--- src/rtl/char_fetch_sequencer.sv ---
// Scanline text fetch: reads one text-RAM word per cell, drives the character generator and serialises its rows.
// Define CHAR_CURSOR_EN to add the blinking cursor inputs and the frame blink counter.
module char_fetch_sequencer #(
  parameter int COLUMNS     = 80,
  parameter int CHAR_HEIGHT = 10,
  parameter int ROWS        = 25,
  parameter int ADDR_WIDTH  = 11,
  parameter int RAM_LATENCY = 1
) (
  input  logic                  clk,
  input  logic                  reset_n,
  input  logic                  frame_start,
  input  logic                  line_start,
  output logic [ADDR_WIDTH-1:0] ram_addr,
  output logic                  ram_rd,
  input  logic [15:0]           ram_data,
  output logic [7:0]            gen_index,
  output logic [3:0]            gen_ychar,
  output logic                  gen_xsize,
  output logic                  gen_ysize,
  output logic                  gen_xpart,
  output logic                  gen_ypart,
  output logic                  gen_underline,
  output logic                  gen_invert,
  output logic                  gen_load,
  input  logic [7:0]            row_pixels,
  output logic                  pixel_out,
  output logic [2:0]            pixel_colour,
  output logic                  pixel_valid,
`ifdef CHAR_CURSOR_EN
  input  logic [4:0]            cursor_row,
  input  logic [6:0]            cursor_col,
  input  logic                  cursor_on,
`endif
  output logic                  busy
);

  localparam int CW = $clog2(COLUMNS + 1);
  localparam int RW = (ROWS > 1) ? $clog2(ROWS) : 1;

  typedef enum logic [1:0] {IDLE, PREFETCH, ACTIVE} state_t;

  state_t          state_q, state_d;
  logic [2:0]      phase_q;
  logic [CW-1:0]   col_q;
  logic [RW-1:0]   row_q, line_row;
  logic [3:0]      ychar_q, line_ychar;
  logic            fs_pend;
  logic [15:0]     word_q;
  logic            inv_raw;
  logic [2:0]      colour_g, pix_col;
  logic [7:0]      shreg;
  logic            cell_end, fetch_ok, line_done, cursor_hit;
  logic [4:0]      ysum;
  logic [3:0]      ychar_eff;

  // col_q is the column being fetched; the shift register shows the column before it
  assign cell_end  = (phase_q == 3'd7);
  assign fetch_ok  = (state_q != IDLE) && (col_q < CW'(COLUMNS));
  assign line_done = (state_q == ACTIVE) && cell_end && (col_q == CW'(COLUMNS));

  assign ram_rd       = fetch_ok && (phase_q == 3'd0);
  assign ram_addr     = ADDR_WIDTH'(line_row) * ADDR_WIDTH'(COLUMNS) + ADDR_WIDTH'(col_q);
  assign gen_load     = fetch_ok && (phase_q == 3'd6);
  assign pixel_valid  = (state_q == ACTIVE);
  assign pixel_out    = pixel_valid & shreg[7];
  assign pixel_colour = pixel_valid ? pix_col : 3'd0;
  assign busy         = (state_q != IDLE);

  assign ysum      = (word_q[12] ? 5'(CHAR_HEIGHT) : 5'd0) + {1'b0, line_ychar};
  assign ychar_eff = word_q[9] ? 4'(ysum >> 1) : line_ychar;

`ifdef CHAR_CURSOR_EN
  logic [4:0] frame_cnt;

  always_ff @(posedge clk or negedge reset_n) begin
    if (!reset_n)         frame_cnt <= '0;
    else if (frame_start) frame_cnt <= frame_cnt + 5'd1;
  end

  assign cursor_hit = cursor_on && frame_cnt[4] &&
                      (32'(line_row) == 32'(cursor_row)) && (32'(col_q) == 32'(cursor_col));
`else
  assign cursor_hit = 1'b0;
`endif

  always_comb begin
    state_d = state_q;
    case (state_q)
      IDLE:     if (line_start) state_d = PREFETCH;
      PREFETCH: if (cell_end)   state_d = ACTIVE;
      ACTIVE:   if (line_done)  state_d = IDLE;
      default:  state_d = IDLE;
    endcase
  end

  always_ff @(posedge clk or negedge reset_n) begin
    if (!reset_n) begin
      state_q    <= IDLE;
      phase_q    <= '0;
      col_q      <= '0;
      row_q      <= '0;
      ychar_q    <= '0;
      line_row   <= '0;
      line_ychar <= '0;
      fs_pend    <= 1'b0;
    end else begin
      state_q <= state_d;
      if (state_q == IDLE) begin
        phase_q <= '0;
        if (line_start) begin
          col_q      <= '0;
          line_row   <= frame_start ? '0 : row_q;
          line_ychar <= frame_start ? '0 : ychar_q;
        end
      end else begin
        phase_q <= phase_q + 3'd1;
        if (cell_end) col_q <= col_q + CW'(1);
      end

      // the line in flight keeps its latched row/ychar; a frame_start seen meanwhile wins at the end
      if (line_done) begin
        fs_pend <= 1'b0;
        if (frame_start || fs_pend) begin
          row_q   <= '0;
          ychar_q <= '0;
        end else if (line_ychar == 4'(CHAR_HEIGHT - 1)) begin
          ychar_q <= '0;
          row_q   <= (line_row == RW'(ROWS - 1)) ? '0 : line_row + RW'(1);
        end else begin
          ychar_q <= line_ychar + 4'd1;
          row_q   <= line_row;
        end
      end else if (frame_start) begin
        row_q   <= '0;
        ychar_q <= '0;
        if (state_q != IDLE) fs_pend <= 1'b1;
      end
    end
  end

  always_ff @(posedge clk or negedge reset_n) begin
    if (!reset_n) begin
      word_q        <= '0;
      gen_index     <= '0;
      gen_ychar     <= '0;
      gen_xsize     <= 1'b0;
      gen_ysize     <= 1'b0;
      gen_xpart     <= 1'b0;
      gen_ypart     <= 1'b0;
      gen_underline <= 1'b0;
      gen_invert    <= 1'b0;
      inv_raw       <= 1'b0;
      colour_g      <= '0;
      pix_col       <= '0;
      shreg         <= '0;
    end else begin
      if (fetch_ok && (phase_q == 3'(RAM_LATENCY))) word_q <= ram_data;

      if (fetch_ok && (phase_q == 3'd5)) begin
        // right half of a double-width glyph: keep the left half's code and attributes
        if ((col_q != '0) && gen_xsize && !gen_xpart) begin
          gen_xpart  <= 1'b1;
          gen_invert <= inv_raw ^ cursor_hit;
        end else begin
          gen_index     <= word_q[7:0];
          gen_xsize     <= word_q[8];
          gen_ysize     <= word_q[9];
          gen_underline <= word_q[10];
          inv_raw       <= word_q[11];
          gen_invert    <= word_q[11] ^ cursor_hit;
          gen_ypart     <= word_q[12];
          colour_g      <= word_q[15:13];
          gen_xpart     <= 1'b0;
          gen_ychar     <= ychar_eff;
        end
      end

      if (cell_end) begin
        if (fetch_ok) begin
          shreg   <= row_pixels;
          pix_col <= colour_g;
        end else begin
          shreg   <= '0;
          pix_col <= '0;
        end
      end else begin
        shreg <= {shreg[6:0], 1'b0};
      end
    end
  end

endmodule

--- config.mk ---
export PLATFORM = sky130hd
export DESIGN_NAME = char_fetch_sequencer
export DESIGN_NICKNAME = d
export VERILOG_FILES = /design/src/rtl/char_fetch_sequencer.sv
export SDC_FILE = /design/constraint.sdc
export NUM_CORES = 1
export LEC_CHECK = 0
export CAP_MARGIN = 20
export CORE_UTILIZATION = 30
export CTS_BUF_LIST = sky130_fd_sc_hd__clkbuf_4 sky130_fd_sc_hd__clkbuf_8 sky130_fd_sc_hd__clkbuf_16
export CTS_CLUSTER_DIAMETER = 50
export DETAILED_ROUTE_END_ITERATION = 8
export HOLD_SLACK_MARGIN = 0.12
export PLACE_DENSITY_LB_ADDON = 0.15
export SYNTH_ARGS = -nofsm -noshare
export SYNTH_HDL_FRONTEND = slang
export SYNTH_SLANG_ARGS = --single-unit
--- constraint.sdc ---
create_clock -name clk -period 5.71 [get_ports clk]
set_clock_uncertainty 0.05 [all_clocks]
set_input_delay 1.4275 -clock clk [delete_from_list [all_inputs] [get_ports clk]]
set_output_delay 1.4275 -clock clk [all_outputs]
set_load 0.02 [all_outputs]
# ---- After elaboration in Yosys (flattened, before gate mapping)
# Cells that the tools add are included.
dict set report classes {
  addsub 6
  multipliers 1
  magnitude_cmp 1
  eq_ne 12
  n_mux 27
  bitwise 2
  n_reduce_logical 23
}
# cell n
set ops {}
lappend ops {{$mux W5} 5}
lappend ops {{$mux W4} 6}
lappend ops {{$mux W7} 3}
lappend ops {{$mux W8} 2}
lappend ops {{$add A11 B7 Y11} 1}
lappend ops {{$eq A3 B3 Y1 const B} 3}
lappend ops {{$logic_and A1 B1 Y1} 9}
lappend ops {{$mux W3} 3}
lappend ops {{$reduce_and A2 Y1} 4}
lappend ops {{$reduce_bool A2 Y1} 4}
lappend ops {{$add A7 B1 Y7 const B} 1}
lappend ops {{$eq A7 B7 Y1 const B} 1}
lappend ops {{$lt A7 B7 Y1 const B} 1}
lappend ops {{$mul A5 B3 Y7 const B} 1}
lappend ops {{$reduce_bool A7 Y1} 1}
lappend ops {{$mux W2} 3}
lappend ops {{$pmux W2 S3} 1}
lappend ops {{$add A4 B4 Y5} 1}
lappend ops {{$add A5 B1 Y5 const B} 1}
lappend ops {{$eq A5 B5 Y1 const B} 1}
lappend ops {{$add A4 B1 Y4 const B} 1}
lappend ops {{$eq A4 B4 Y1 const B} 1}
lappend ops {{$mux W1} 4}
lappend ops {{$ne A2 B2 Y1 const B} 2}
lappend ops {{other kinds (12)} 12}
dict set report totals {
  regBits 79
  inputBits 28
  out_inout_bits 37
  word_cells 92
}

# ---- Depth between registers and ports, before layout
# Gate-level depths: netlist of the first run.
dict set report logic_depth {
  word_depth 5
  depth_mapped 7
  ltp_nobuf 7
}

# ---- Least setup slack after synthesis of the first run
# OpenSTA, ideal clock, no wires.
dict set report synth_timing {
  path_kind {register to output}
  startpoint {register line_row[1]}
  endpoint {output ram_addr[10]}
  arrival_ns 2.208
  required_time_ns 4.233
  path_slack_ns 2.025
  path_stages_with_launch 8
  path_buffers 0
  cell_sequence {dfrtp_1 -> ha_1 -> ha_1 -> fa_1 -> xnor2_1 -> nand4b_1 -> xnor2_1 -> xnor2_1}
}
dict set report synth_between {
  elab_chain_len 2
}
# item line
set synth_lines {}
lappend synth_lines {{start: declaration} 46} ;# logic [RW-1:0] row_q, line_row;
lappend synth_lines {{start signal: assignment} 113} ;# line_row <= frame_start ? '0 : row_q;
lappend synth_lines {{$mul A5 B3 Y7} 63} ;# assign ram_addr = ADDR_WIDTH'(line_row) * ADDR_WIDTH'(COLUMNS) + ADDR_WIDTH'(col_q);
lappend synth_lines {{$add A11 B7 Y11} 63}
lappend synth_lines {{end: declaration} 14} ;# output logic [ADDR_WIDTH-1:0] ram_addr,
# No other way between the ends.

# ---- Worst setup path after layout of the first run
# Ends and elaborated chain as after synthesis.

==> run_results.csv, run 1 <==
group,metric,value,unit
power,p_leak,0.00216,uW
die,start_util,0.314,
logic_synthesis,syn_avg_cell_area,11.8,um2
finish,antenna_cells,0,
worst_hold_path,min_path_cells,1,
die,pin_count,65,
sta,max_freq,221,MHz
sta,period_share,0.792,
route,routed_wirelength,7490,um
logic_synthesis,synth.yosys.seq_area_share,0.515,
clocking,hold_buffers,0,
setup_path,r2r_start,"col_q[0]",
status,status,"finished, final reports clean",
worst_hold_path,hold_class,"reg2reg",
logic_synthesis,synth_common_cells,"dfrtp_1 (79), mux2_2 (35), nand2_1 (26)",
global_route,grt_overflow_total,0,
clocking,cts.sinks,79,
clocking,cts_tree,"built",
setup_path,worstSetupEndpointType,"output port",
job,cap_viol_max_count,0,
die,die_h,115,um
clocking,post-cts-setup-buffers,0,
power,p_seq_frac,0.395,
power,design_power_total,2180,uW
power,p_clk_frac,0.281,
placement,dp_cells,540,
setup_path,crit_end,"ram_addr[10]",
clocking,htree_levels,3,
power,ir_drop,0.157,mV
setup_path,r2r_slack,3.55,ns
die,num_rows,40,
sta,whs,0.431,ns
setup_path,r2r-end,"gen_ysize",
global_route,grt_max_degree,80,
global_route,grt_pass1_vias,2508,
sta,rsz0062_at_grt,"no",
setup_path,crit_type,"reg2out",
route,drc,0,
setup_path,startpoint_type,"register",
sta,maxSlewHeadroom,0.511,
logic_synthesis,synth-main-ff-cell,"dfrtp_1",
logic_synthesis,synthMostInstantiatedCell,"dfrtp_1",
placement,hpwl,5100,um
logic_synthesis,syn_inst,324,
global_route,antenna_found_initial,0,
route,viasPerCell,4.57,
power,power_density,442,nW/um2
clocking,clk_pin_slew_worst_paths,0.06,ns
power,switching_share,0.301,
sta,fin_tns_setup,0,ns
power,p_sw,656,uW
clocking,ctsResizeCount,0,
logic_synthesis,ys_types,44,
logic_synthesis,synth_area_leaders,"dfrtp_1 (52%), mux2_2 (10%), ha_1 (7.5%), o21ai_0 (2.6%), nand2_1 (2.5%)",
logic_synthesis,ys_warn_count,0,
finish,areaGrowthSynthToFinish,28.6,%
clocking,clk_path_buf_depth,2,
finish,fin_nets,437,
route,num_vias,2546,
logic_synthesis,postSynth.asyncResetShare,1.00,
sta,hold_viol_final,0,
setup_path,crit_start,"line_row[1]",
logic_synthesis,ys_ff_latch,79,
sta,fin_crit,4.52,ns
logic_synthesis,synth-edff-count,0,
clocking,clk_latency,0.33,ns
setup_path,cp.required,4.23,ns
power,p_comb_frac,0.323,
global_route,grt_use_total,0.124,
route,drtPass1Iterations,4,
placement,gp_congestion,0.665,
sta,setup_viol,0,
sta,worstMarginPinSlew,0.730,ns
route,drt_iter0_drc,115,
global_route,grt_pass1_wl,12500,um
clocking,cts_root_buf,"clkbuf_16",
setup_path,arrival,3.04,ns
route,avgRoutedWirePerCell,13.5,um
clocking,numCtsBuffers,9,
logic_synthesis,synth_nets,377,
die,die_area,13200,um2
sta,slew_viol_final,0,
die,die_width,115,um
logic_synthesis,synth_top_area_frac,0.515,
die,core_area,12200,um2
placement,io_buffers,64,
finish,drive_above_1_share,0.157,
logic_synthesis,synth_top_cell_by_area,"dfrtp_1",
setup_path,r2r_cells,6,
setup_path,crit_path_max_fanout,8,
power,power.internal,1520,uW
logic_synthesis,syn_area,3830,um2
route,ant_nets,0,
finish,final_cell_count_no_fill,557,
[critical path, cell delays in order (launching register included)]
cell and delay (ns):
dfrtp_1 0.48, ha_1 0.33, ha_1 0.22, fa_1 0.38, xnor2_1 0.16, nand4b_1 0.19, xnor2_1 0.20, xnor2_1 0.14
clkdlybuf4s50_1 0.62
[kinds of logic (layout without fill, tap and decap cells)]
family                   after synthesis  count (layout)  share of synthesized area
multiplexers                          39              39                      0.114
AO/OA/AOI/OAI                         55              55                     0.0891
AND/OR/NAND/NOR                       85              85                      0.127
flip-flops                            79              79                      0.515
XOR/XNOR                              14              14                     0.0320
adder cells (fa/ha/maj)               25              25                     0.0855
buffers and inverters                 27              92                     0.0372
[layout make-up]
class | instances | area, um2
fill | 1192 | 7280
timing repair buffer | 65 | 666
multi-input combinational | 218 | 1720
clock inverter | 5 | 82.6
sequential | 79 | 1980
inverter | 11 | 41.3
tap | 168 | 210
clock buffer | 11 | 240
[flip-flops by register name, summed over array words and instances (netlist names), 2 cells and up]
signal,flops
ychar_q,4
gen_ychar,4
line_row,5
pix_col,3
col_q,7
phase_q,3
colour_g,3
shreg,8
gen_index,8
state_q,2
line_ychar,4
row_q,5
word_q,16
[layout by cell type, fill, tap and decap left out, types with 4 or more instances in the layout]
master / instances
dfrtp_1: 79
clkdlybuf4s50_1: 63
mux2_2: 35
nand2_1: 26
ha_1: 23
o21ai_0: 20
nor2_1: 14
a21oi_1: 12
inv_1: 11
a22o_1: 11
xnor2_1: 10
nand2b_1: 9
clkbuf_16: 9
and2_1: 7
nand4_1: 5
o22ai_1: 5
xor2_1: 4
nand3_1: 4
[worst min path at each step]
stage | start | end | slack (ns)
after CTS | shreg[1] | shreg[2] | 0.43
after floorplan | shreg[5] | shreg[6] | 0.40
after global routing | shreg[3] | shreg[4] | 0.46
after detailed placement | shreg[5] | shreg[6] | 0.42
final | shreg[1] | shreg[2] | 0.43
after global placement | shreg[1] | shreg[2] | 0.42
[per-stage QoR]
stage / instance area (um2) / utilization / setup WS [ns]
floorplan: 3830 / - / 2.02
global placement: 4580 / 0.375 / 1.54
detailed placement: 4580 / 0.375 / 1.49
CTS: 4900 / 0.402 / 1.13
global route: 4930 / 0.404 / 1.02
finish: 4930 / 0.404 / 1.19
[routing by layer]
| layer | GRT usage | up-vias | wire, um |
|---|---|---|---|
| met2 | 0.187 | 38 | 3520 |
| met5 | 0 | - | 0 |
| met4 | 0.0519 | 0 | 79 |
| met3 | 0.0369 | 8 | 322 |
| met1 | 0.166 | 1248 | 3570 |
| li1 | - | 1252 | - |
[power groups by stage]
stage          registers, uW  clock network [uW]  logic [uW]
2_1_floorplan            916                   0         409
3_3_place_gp             868                   0         708
3_5_place_dp             871                   0         718
4_1_cts                  864                 636         719
5_1_grt                  890                 663         773
6_report                 862                 613         705
Note: power is estimated with default switching activity, not from simulation.
==> run 2, diff against run 1 <==
==> constraint.sdc (replaced) <==
create_clock -name clk -period 4.31 [get_ports clk]
set_clock_uncertainty 0.05 [all_clocks]
set_input_delay 1.0775 -clock clk [delete_from_list [all_inputs] [get_ports clk]]
set_output_delay 1.0775 -clock clk [all_outputs]
set_load 0.02 [all_outputs]
==> run 2 against run 1 <==
Clock power rose by 22%. Non-clock buffer count did not move. Global-route usage barely moved. Final area fell by 0.53%. Sequential share of layout area rose by 0.21 points. Largest cell class unchanged. Largest power group unchanged. Highest routed layer unchanged.
==> run_results.csv, run 2 (synthesis results as in run 1) <==
group,metric,value,unit
status,status,"finished, final reports clean",
die,die_width,115,um
global_route,grt_use_total,0.124,
placement,gp_congestion,0.665,
sta,hold_viol_final,0,
finish,final_cell_count_no_fill,557,
route,viasPerCell,4.58,
global_route,use_met3,0.0300,
worst_hold_path,hold_class,"reg2reg",
sta,period_share,0.918,
die,num_rows,40,
setup_path,worstSetupEndpointType,"output port",
finish,antenna_cells,0,
route,avgRoutedWirePerCell,13.4,um
power,power.internal,1950,uW
sta,slew_viol_final,0,
setup_path,crit_type,"reg2out",
global_route,grt_use_met1,0.169,
route,routed_wirelength,7490,um
route,drtPass1Iterations,4,
global_route,grt_pass1_wl,12500,um
clocking,cts_root_buf,"clkbuf_16",
die,core_area,12200,um2
sta,worstMarginPinSlew,0.725,ns
finish,areaGrowthSynthToFinish,27.9,%
sta,setup_viol,0,
setup_path,startpoint_type,"register",
power,p_leak,0.00218,uW
power,design_power_total,2820,uW
finish,fin_util,0.402,
placement,preCtsSetupSlack,0.439,ns
clocking,clk_pin_slew_worst_paths,0.06,ns
finish,layout_commonest_cell,"dfrtp_1",
route,drt_iter0_drc,95,
finish,reg_top3,"word_q: 16 flops, gen_index: 8 flops, shreg: 8 flops",
die,die_area,13200,um2
sta,maxSlewHeadroom,0.515,
setup_path,cp.required,3.18,ns
job,cap_viol_max_count,0,
sta,fin_crit,3.96,ns
route,ant_nets,0,
setup_path,crit_path_max_fanout,8,
clocking,cts_tree,"built",
clocking,htree_levels,3,
setup_path,r2r_start,"col_q[0]",
die,pin_count,65,
global_route,top_usage_layer,"met2",
global_route,met2_usage,0.184,
placement,dp_cells,540,
finish,regMostFlops,"word_q",
setup_path,r2r_slack,2.15,ns
power,p_sw,872,uW
sta,rsz0062_at_grt,"no",
clocking,ctsResizeCount,0,
clocking,cts.sinks,79,
placement,io_buffers,64,
route,drc,0,
finish,largest_reg_flops,16,
power,p_clk_frac,0.266,
clocking,clk_latency,0.33,ns
global_route,grt_max_degree,80,
power,switching_share,0.309,
setup_path,r2r_cells,6,
sta,fin_tns_setup,0,ns
power,power_density,576,nW/um2
sta,max_freq,253,MHz
placement,hpwl,5100,um
setup_path,r2r-end,"gen_ysize",
route,num_vias,2552,
power,p_seq_frac,0.404,
sta,final.setup.worst_slack,0.352,ns
setup_path,arrival,2.83,ns
worst_hold_path,worstHoldEndpoint,"shreg[2]",
worst_hold_path,min_path_cells,1,
finish,fin_nets,437,
global_route,grt_pass1_vias,2465,
finish,drive_above_1_share,0.157,
global_route,grt_overflow_total,0,
die,start_util,0.314,
power,ir_drop,0.211,mV
worst_hold_path,hp-start,"shreg[1]",
clocking,hold_buffers,0,
clocking,post-cts-setup-buffers,0,
clocking,clk_path_buf_depth,2,
clocking,numCtsBuffers,9,
finish,final_cell_mix,"dfrtp_1 (79), clkdlybuf4s50_1 (62), mux2_2 (35)",
die,die_h,115,um
power,p_comb_frac,0.330,
global_route,antenna_found_initial,0,
-- run 2: cell count changes in the layout (fill, tap and decap cells not counted) --
cell and delta:
bufinv_16 -1, clkbuf_4 -1, clkdlybuf4s50_1 -1, clkinv_2 +3, clkinv_4 +1, clkinvlp_4 -2, dlymetal6s2s_1 +1
-- run 2: through the flow --
step | cell area (um2) | hold WS [ns]
final | 4910 | 0.430
after global routing | 4910 | 0.456
after CTS | 4880 | 0.434
after detailed placement | 4580 | 0.418
after global placement | 4580 | 0.419
after floorplan | 3830 | 0.399
-- run 2: cell type report --
| class | count | area (um2) |
|---|---|---|
| well taps | 168 | 210 |
| fillers | 1206 | 7310 |
| repair buffers | 65 | 668 |
| clock buffers | 10 | 233 |
| clock inverters | 6 | 61.3 |
| multi-input cells | 218 | 1720 |
| inverters | 11 | 41.3 |
| flip-flops and latches | 79 | 1980 |
-- run 2: how the worst max path moves through the flow --
stage	from	endpoint	slack [ns]	cells after the start
after global placement	line_row[1]	ram_addr[10]	0.49	8
after detailed placement	line_row[1]	ram_addr[10]	0.44	8
after CTS	line_row[1]	ram_addr[10]	0.08	8
final	line_row[1]	ram_addr[9]	0.35	7
after global routing	line_row[1]	ram_addr[9]	0.23	7
after floorplan	line_row[1]	ram_addr[10]	0.97	7
-- run 2: critical path, cell delays in order (launching register included) --
cell and delay, ns:
dfrtp_1 0.48, ha_1 0.33, ha_1 0.22, fa_1 0.55, nand2_1 0.06, nor2_1 0.11, xnor2_1 0.13, clkdlybuf4s50_1 0.62
-- run 2: power groups by stage --
stage	clock network, uW	logic (uW)	registers, uW
floorplan	0	541	1210
global route	813	1020	1180
finish	750	932	1140
CTS	777	952	1140
detailed placement	0	951	1150
global placement	0	938	1150
-- run 2: metal layers --
layer	part of all wire	up-vias
li1	-	1251
met1	0.47	1258
met2	0.48	36
met3	0.035	7
met4	0.015	0
met5	0	-
